===== src/rtl/serv_state_fsm.sv =====
// Instruction-phase sequencer for a width-configurable SERV datapath: fetch, RF read,
// init stage, stall, write request, second stage and WFI sleep, with a W-bit-per-cycle counter.
module serv_state_fsm #(
  parameter int W          = 1,
  parameter bit WITH_SLEEP = 1'b1
) (
  input  logic       i_clk,
  input  logic       i_rst_n,
  input  logic       i_ibus_ack,
  input  logic       i_two_stage_op,
  input  logic       i_rf_ready,
  input  logic       i_stage_go,
  input  logic       i_wfi,
  input  logic       i_wakeup,
  output logic       o_ibus_cyc,
  output logic       o_rf_rreq,
  output logic       o_rf_wreq,
  output logic       o_init,
  output logic       o_cnt_en,
  output logic [4:0] o_cnt,
  output logic       o_cnt_done,
  output logic       o_cnt0to3,
  output logic       o_cnt12to31,
  output logic [1:0] o_mem_bytecnt,
  output logic       o_ctrl_pc_en,
  output logic       o_sleep
);

  typedef enum logic [2:0] {
    S_FETCH,
    S_RREQ,
    S_INIT,
    S_STALL,
    S_WREQ,
    S_RUN,
    S_SLEEP
  } state_e;

  // W=32 steps by 0 so the single beat of a stage sits at index 0.
  localparam logic [4:0] CNT_STEP = 5'(W % 32);
  localparam logic [4:0] CNT_LAST = 5'(32 - W);

  state_e     state_q, state_d;
  logic [4:0] cnt_q, cnt_d;
  logic       wreq_first_q, wreq_first_d;
  logic       counting;
  logic       cnt_last;

  assign counting = (state_q == S_INIT) || (state_q == S_RUN);
  assign cnt_last = counting && (cnt_q == CNT_LAST);

  // NOTE: sequential state uses non-blocking assignments so every flop samples pre-edge values.
  always_ff @(posedge i_clk or negedge i_rst_n) begin
    if (!i_rst_n) begin
      state_q      <= S_FETCH;
      cnt_q        <= '0;
      wreq_first_q <= 1'b0;
    end else begin
      state_q      <= state_d;
      cnt_q        <= cnt_d;
      wreq_first_q <= wreq_first_d;
    end
  end

  // NOTE: every always_comb output gets a default first, so no path can infer a latch.
  always_comb begin
    state_d = state_q;
    cnt_d   = counting ? (cnt_q + CNT_STEP) : '0;
    unique case (state_q)
      S_FETCH: if (i_ibus_ack) state_d = S_RREQ;
      S_RREQ:  if (i_rf_ready) state_d = i_two_stage_op ? S_INIT : S_RUN;
      S_INIT: begin
        if (cnt_last) begin
          if (WITH_SLEEP && i_wfi) state_d = S_SLEEP;
          else if (i_stage_go)     state_d = S_WREQ;
          else                     state_d = S_STALL;
        end
      end
      S_STALL: if (i_stage_go) state_d = S_WREQ;
      S_WREQ:  if (i_rf_ready) state_d = S_RUN;
      S_RUN:   if (cnt_last)   state_d = S_FETCH;
      S_SLEEP: if (i_wakeup)   state_d = S_WREQ;
      default: state_d = S_FETCH;
    endcase
    wreq_first_d = (state_d == S_WREQ) && (state_q != S_WREQ);
  end

  // Reset parks the FSM in FETCH, so the fetch request is masked by rst_n to keep outputs low.
  always_comb begin
    o_ibus_cyc    = i_rst_n && (state_q == S_FETCH);
    o_rf_rreq     = o_ibus_cyc && i_ibus_ack;
    o_rf_wreq     = (state_q == S_WREQ) && wreq_first_q;
    o_init        = (state_q == S_INIT);
    o_cnt_en      = counting;
    o_cnt         = cnt_q;
    o_cnt_done    = cnt_last;
    o_cnt0to3     = counting && (cnt_q < 5'd4);
    o_cnt12to31   = counting && (cnt_q >= 5'd12);
    o_mem_bytecnt = cnt_q[4:3];
    o_ctrl_pc_en  = (state_q == S_RUN);
    o_sleep       = (state_q == S_SLEEP);
  end

endmodule


===== config.mk =====
export PLATFORM = sky130hd
export DESIGN_NAME = serv_state_fsm
export DESIGN_NICKNAME = d
export VERILOG_FILES = /design/src/rtl/serv_state_fsm.sv
export SDC_FILE = /design/constraint.sdc
export NUM_CORES = 1
export LEC_CHECK = 0
export BUFFER_PORTS_ARGS = -buffer_cell sky130_fd_sc_hd__buf_4
export CELL_PAD_IN_SITES_DETAIL_PLACEMENT = 1
export CELL_PAD_IN_SITES_GLOBAL_PLACEMENT = 1
export CORE_MARGIN = 4
export CORE_UTILIZATION = 36
export CTS_BUF_LIST = sky130_fd_sc_hd__clkbuf_4
export CTS_CLUSTER_DIAMETER = 30
export CTS_CLUSTER_SIZE = 14
export DETAILED_ROUTE_END_ITERATION = 16
export GPL_TIMING_DRIVEN = 0
export PLACE_DENSITY = 0.77
export SYNTH_ARGS = -nofsm -noshare
export SYNTH_HDL_FRONTEND = slang
export SYNTH_SLANG_ARGS = --single-unit

===== constraint.sdc =====
create_clock -name i_clk -period 2.6 [get_ports i_clk]
set_input_delay 0.52 -clock i_clk [delete_from_list [all_inputs] [get_ports i_clk]]
set_output_delay 0.52 -clock i_clk [all_outputs]
set_load 0.01 [all_outputs]

==> impl_metrics.py, run 1 <==
metrics = {
    "outcome": {
        "status": "complete, no violations",
    },
    "grt": {
        "overflow": 0,
        "grt_pass1_vias": 622,
        "grt_max_degree": 11,
        "antenna_found_initial": 0,
        "grt_pass1_wl_um": 2820,
        "grt_use_total": 0.146,
    },
    "clock_network": {
        "holdBufCountCts": 0,
        "htreeDepth": 1,
        "post_cts_resized": 0,
        "clkLatencyLatePin_ps": 250,
        "cts_tree": "yes",
        "clockBufferDepth": 2,
        "cts_inserted_buffers": 3,
        "clk_pin_slew_worst_paths_ps": 70,
        "cts_setup_buffers": 0,
        "cts_sinks": 9,
        "clock_tree.root_cell": "clkbuf_4",
    },
    "critical_path": {
        "criticalPathCategory": "register to output pin",
        "cp-end-kind": "output pin",
        "cp.arrival_ps": 1680,
        "critPathMaxFanout": 10,
        "cp-start-kind": "register",
        "crit_required_ps": 2080,
    },
    "timing": {
        "rsz0062_at_grt": "no",
        "tightest_slew_ps": 426,
        "fin_crit_ps": 2200,
        "hold_viol": 0,
        "finClkSkew_ps": 7.91,
        "setup_viol": 0,
        "whs_ps": 74.7,
        "drv_slew": 0,
        "slew_headroom": 0.714,
        "timing.fmax_mhz": 455,
        "finalCritPeriodShare": 0.845,
        "tns_ps": 0,
    },
    "layout": {
        "layout-drive-gt1-share": 0.426,
        "syn2layout_area_growth_pct": 36.4,
        "multiInputGateArea_um2": 347,
        "final_cell_mix": "buf_4, dfrtp_1, o21ai_0, nor2_1",
        "final_common_cell": "buf_4",
        "antenna_cells": 0,
        "nNetsFinal": 105,
        "regArea_um2": 225,
        "fill_cells": 191,
    },
    "power": {
        "power.leakage_nw": 0.443,
        "peakVddDrop_uv": 510,
        "power.density_nw_per_um2": 918,
    },
    "routing": {
        "via_count": 584,
        "firstDrtPassIters": 2,
        "drt-initial-drc-count": 3,
        "drc": 0,
        "drtAntennaViolNets": 0,
        "viasPerCell": 5.31,
        "avgRoutedWirePerCell_um": 15.4,
        "drt-total-wl_um": 1690,
    },
    "logic_synthesis": {
        "synth_seq_cells": 9,
        "ys_warn_count": 0,
        "syn_nets": 76,
        "netlist_instances": 66,
        "netlist-cell-type-count": 32,
        "syn-cell-area_um2": 632,
        "yosysSeqAreaShare": 0.356,
        "syn_avg_cell_area_um2": 9.57,
    },
    "run": {
        "max_cap_violations": 0,
    },
    "floorplan": {
        "die-area_um2": 2490,
        "coreArea_um2": 1580,
        "die_y_um": 49.9,
        "die_x_um": 49.9,
        "start_util": 0.401,
        "row_count": 14,
        "io_pins": 25,
    },
    "placed_design": {
        "numPortBuffers": 24,
        "place_congestion": 0.753,
        "dp_hpwl_um": 1340,
    },
    "min_path": {
        "hp-class": "primary input to async pin",
    },
}
final timing paths:
kind | from | endpoint | slack, ps | cells after the start
min reg2reg | o_cnt[0]$_DFF_PN0_ | o_cnt[0]$_DFF_PN0_ | 510 | 1
max in group asynchronous | i_rst_n | o_cnt[1]$_DFF_PN0_ | 2380 | 1
min | i_rst_n | state_q[0]$_DFF_PN0_ | 70 | 1
min in group i_clk | o_cnt[0]$_DFF_PN0_ | o_cnt[0]$_DFF_PN0_ | 510 | 1
max reg2reg | o_cnt[0]$_DFF_PN0_ | wreq_first_q$_DFF_PN0_ | 430 | 8
max | state_q[0]$_DFF_PN0_ | o_cnt12to31 | 400 | 5
registers in the layout, indices dropped and copies added (netlist names):
| register | cells |
|---|---|
| o_cnt | 5 |
| state_q | 3 |
| wreq_first_q | 1 |
Yosys cell counts (all sizes together):
cell	n	area, µm²
dfrtp	9	225
nor2	6	25.0
o21ai	6	33.8
buf	5	45.0
inv	4	15.0
nor2b	4	25.0
a21oi	2	10.0
a31oi	2	12.5
and2	2	12.5
and3	2	12.5
and3b	2	17.5
and4bb	2	25.0
ha	2	25.0
nand2	2	7.51
nand2b	2	12.5
nor3	2	10.0
a2111oi	1	15.0
a221oi	1	15.0
a31o	1	8.76
nand3	1	5.00
nand3b	1	7.51
nor3b	1	18.8
nor4	1	6.26
nor4b	1	8.76
o22ai	1	6.26
or3b	1	8.76
xnor2	1	8.76
xor2	1	8.76
layout make-up:
type,count,area share
plain buffers,5,0.0522
clock buffers,4,0.0348
inverters,4,0.0174
multi-input cells,48,0.402
flip-flops and latches,9,0.261
well taps,16,0.0232
repair buffers,24,0.209
report_power, final:
group | internal [mW] | switching (mW)
clock | 0.0694 | 0.0477
combinational | 0.209 | 0.251
sequential | 0.178 | 0.0353
metrics by stage:
stage	cells	utilization	worst slack, ps	total power, mW	cell area, µm²
floorplan	66	-	555	0.509	632
global placement	106	0.528	462	0.666	832
detailed placement	106	0.528	429	0.681	832
CTS	110	0.547	377	0.801	862
global route	110	0.547	285	0.855	862
finish	110	0.547	403	0.791	862
critical path, stage by stage, from the launching register on:
cell     delay [ps]
dfrtp_1         450
buf_4           210
and3_1          190
nor2_2          320
nor2_1           90
buf_4           150
routing by layer:
layer | vias to the layer above | GRT usage | wire length, µm
li1 | 292 | - | -
met1 | 278 | 0.203 | 827
met2 | 12 | 0.229 | 793
met3 | 2 | 0.0241 | 66
met4 | 0 | 0.0415 | 4
met5 | - | 0 | 0
cells by family after synthesis:
| group | share of synthesized area |
|---|---|
| XOR/XNOR | 0.0277 |
| AND/OR/NAND/NOR | 0.321 |
| buffers and inverters | 0.0950 |
| AO/OA/AOI/OAI | 0.160 |
| adder cells (fa/ha/maj) | 0.0396 |
| flip-flops | 0.356 |
(Power assumes the default switching activity.)
==> run 2, diff against run 1 <==
--- a/config.mk
+++ b/config.mk
@@ -9,13 +9,13 @@
 export CELL_PAD_IN_SITES_DETAIL_PLACEMENT = 1
 export CELL_PAD_IN_SITES_GLOBAL_PLACEMENT = 1
 export CORE_MARGIN = 4
-export CORE_UTILIZATION = 36
+export CORE_UTILIZATION = 32
 export CTS_BUF_LIST = sky130_fd_sc_hd__clkbuf_4
 export CTS_CLUSTER_DIAMETER = 30
 export CTS_CLUSTER_SIZE = 14
 export DETAILED_ROUTE_END_ITERATION = 16
 export GPL_TIMING_DRIVEN = 0
-export PLACE_DENSITY = 0.77
+export PLACE_DENSITY = 0.73
 export SYNTH_ARGS = -nofsm -noshare
 export SYNTH_HDL_FRONTEND = slang
 export SYNTH_SLANG_ARGS = --single-unit
==> constraint.sdc (replaced) <==
create_clock -name i_clk -period 1.9 [get_ports i_clk]
set_input_delay 0.38 -clock i_clk [delete_from_list [all_inputs] [get_ports i_clk]]
set_output_delay 0.38 -clock i_clk [all_outputs]
set_load 0.01 [all_outputs]
==> run 2 against run 1 <==
Effect of this change:
- worst setup slack got worse by 340 ps
- sequential power increased by 33%
- sequential share of layout area decreased by 3.1 points
- clock-buffer cell count unchanged
- critical path type is now register to register
- largest cell class unchanged
==> impl_metrics.py, run 2 (synthesis gave the netlist of run 1 again) <==
metrics = {
    "outcome": {
        "status": "complete, no violations",
    },
    "layout": {
        "fin_area_um2": 985,
        "largest_reg_flops": 5,
        "final_cell_mix": "buf_4, dfrtp_1, o21ai_0, nor2_1",
        "regArea_um2": 226,
        "final-instance-count-excl-fill": 125,
        "fill_cells": 215,
        "nNetsFinal": 111,
        "multiInputGateArea_um2": 407,
        "final_common_cell": "buf_4",
        "layout-drive-gt1-share": 0.540,
        "syn2layout_area_growth_pct": 55.8,
        "antenna_cells": 0,
    },
    "timing": {
        "hold_viol": 0,
        "timing.fmax_mhz": 545,
        "drv_slew": 0,
        "setup_viol": 0,
        "fin_crit_ps": 1830,
        "slew_headroom": 0.724,
        "tightest_slew_ps": 413,
        "finalCritPeriodShare": 0.965,
        "rsz0062_at_grt": "yes",
        "finClkSkew_ps": 1.90,
    },
    "placed_design": {
        "dp_hpwl_um": 1260,
        "place_congestion": 0.771,
        "numPortBuffers": 24,
        "numPlacedInstances": 115,
        "place_area_um2": 848,
    },
    "routing": {
        "via_count": 622,
        "drc": 0,
        "drt-total-wl_um": 1690,
        "drt-initial-drc-count": 9,
        "avgRoutedWirePerCell_um": 13.5,
        "drtAntennaViolNets": 0,
        "firstDrtPassIters": 4,
        "viasPerCell": 4.98,
    },
    "power": {
        "power.density_nw_per_um2": 1230,
        "power.leakage_nw": 0.470,
        "peakVddDrop_uv": 658,
        "finalPower_mw": 1.21,
    },
    "grt": {
        "overflow": 0,
        "grt_max_degree": 11,
        "antenna_found_initial": 0,
        "grt_use_total": 0.128,
        "grt_pass1_wl_um": 2700,
        "grt_pass1_vias": 594,
    },
    "critical_path": {
        "cp.arrival_ps": 1970,
        "critPathBufInv": 0,
        "critPathMaxFanout": 6,
        "crit_path_top_delay_cell": "dfrtp_1",
        "cp-start-kind": "register",
        "cpPeakStageDelay_ps": 380,
        "path_cells": "ha_2 > and3_4 > ha_4 > and4bb_2 > a2111oi_4 > a31o_2 > nor2_1 > and3b_1",
        "cp_top_family": "simple AND/OR/NAND/NOR gates",
        "criticalPathCategory": "register to register",
        "crit_required_ps": 2040,
        "cp-end-kind": "register",
    },
    "clock_network": {
        "clockBufferDepth": 2,
        "cts_inserted_buffers": 3,
        "cts_tree": "yes",
        "clock_tree.root_cell": "clkbuf_4",
        "clkLatencyLatePin_ps": 250,
        "cts_sinks": 9,
        "clk_pin_slew_worst_paths_ps": 60,
        "htreeDepth": 1,
    },
    "run": {
        "max_cap_violations": 0,
    },
    "floorplan": {
        "die_y_um": 52.4,
        "die-area_um2": 2750,
        "start_util": 0.351,
        "coreArea_um2": 1800,
        "die_x_um": 52.4,
        "io_pins": 25,
        "row_count": 15,
    },
    "min_path": {
        "hp-class": "primary input to register",
    },
}
run 2: cell count changes in the layout (fill, tap and decap cells not counted), moves of 2 or more:
| cell | delta |
|---|---|
| buf_4 | +5 |
| and3_1 | -2 |
| and3_4 | +2 |
| ha_1 | -2 |
run 2: repair_timing:
action	4_1_cts	5_1_grt
pin swaps	1	1
setup buffers	3	2
hold buffers	1	0
endpoints found under the setup margin	7	4
hold endpoints to repair	9	0
resized for setup	6	5
run 2: layout make-up:
cell class	count	share of cell area
Multi-Input combinational cell	48	0.413
Timing Repair Buffer	30	0.231
Sequential cell	9	0.230
Buffer	5	0.0457
Tap cell	25	0.0318
Clock buffer	4	0.0305
Inverter	4	0.0178
run 2: report_power, final:
group          internal [mW]  leakage (nW)  switching, mW
clock network         0.0948        0.0184         0.0599
logic                  0.378         0.335          0.396
registers              0.247         0.117         0.0373
run 2: worst reg2reg max path, delay by kind of cell, from the launching register on:
| family | cells | cell delay, ps |
|---|---|---|
| adder cells (fa/ha/maj) | 2 | 370 |
| flip-flops | 1 | 380 |
| AND/OR/NAND/NOR | 4 | 640 |
| AO/OA/AOI/OAI | 2 | 340 |
run 2: path summary, 6_finish.rpt:
| check | start | to | slack [ps] | cells past startpoint |
|---|---|---|---|---|
| worst max register to register | o_cnt[0]$_DFF_PN0_ | wreq_first_q$_DFF_PN0_ | 70 | 8 |
| max in group asynchronous | i_rst_n | state_q[0]$_DFF_PN0_ | 1000 | 2 |
| worst min-delay path | i_rf_ready | state_q[0]$_DFF_PN0_ | 400 | 3 |
| min in group asynchronous | i_rst_n | o_cnt[4]$_DFF_PN0_ | 590 | 2 |
| worst min register to register | o_cnt[0]$_DFF_PN0_ | o_cnt[0]$_DFF_PN0_ | 550 | 2 |
| worst max-delay path | o_cnt[0]$_DFF_PN0_ | wreq_first_q$_DFF_PN0_ | 70 | 8 |
run 2: layer usage:
layer,vias up,track usage,wire [µm]
met5,-,0,0
met4,0,0.0383,7
met3,2,0.0142,65
met2,9,0.202,824
met1,310,0.182,792
li1,301,-,-
run 2: per-stage QoR:
step                hold WS, ps  TNS [ps]  setup WS, ps   util
floorplan                  84.4         0          53.2      -
global placement            214     -5.04         -5.04  0.471
detailed placement          212     -8.85         -8.85  0.471
CTS                         389         0          4.92  0.518
global route                404     -50.6         -26.1  0.547
finish                      404         0          66.7  0.547
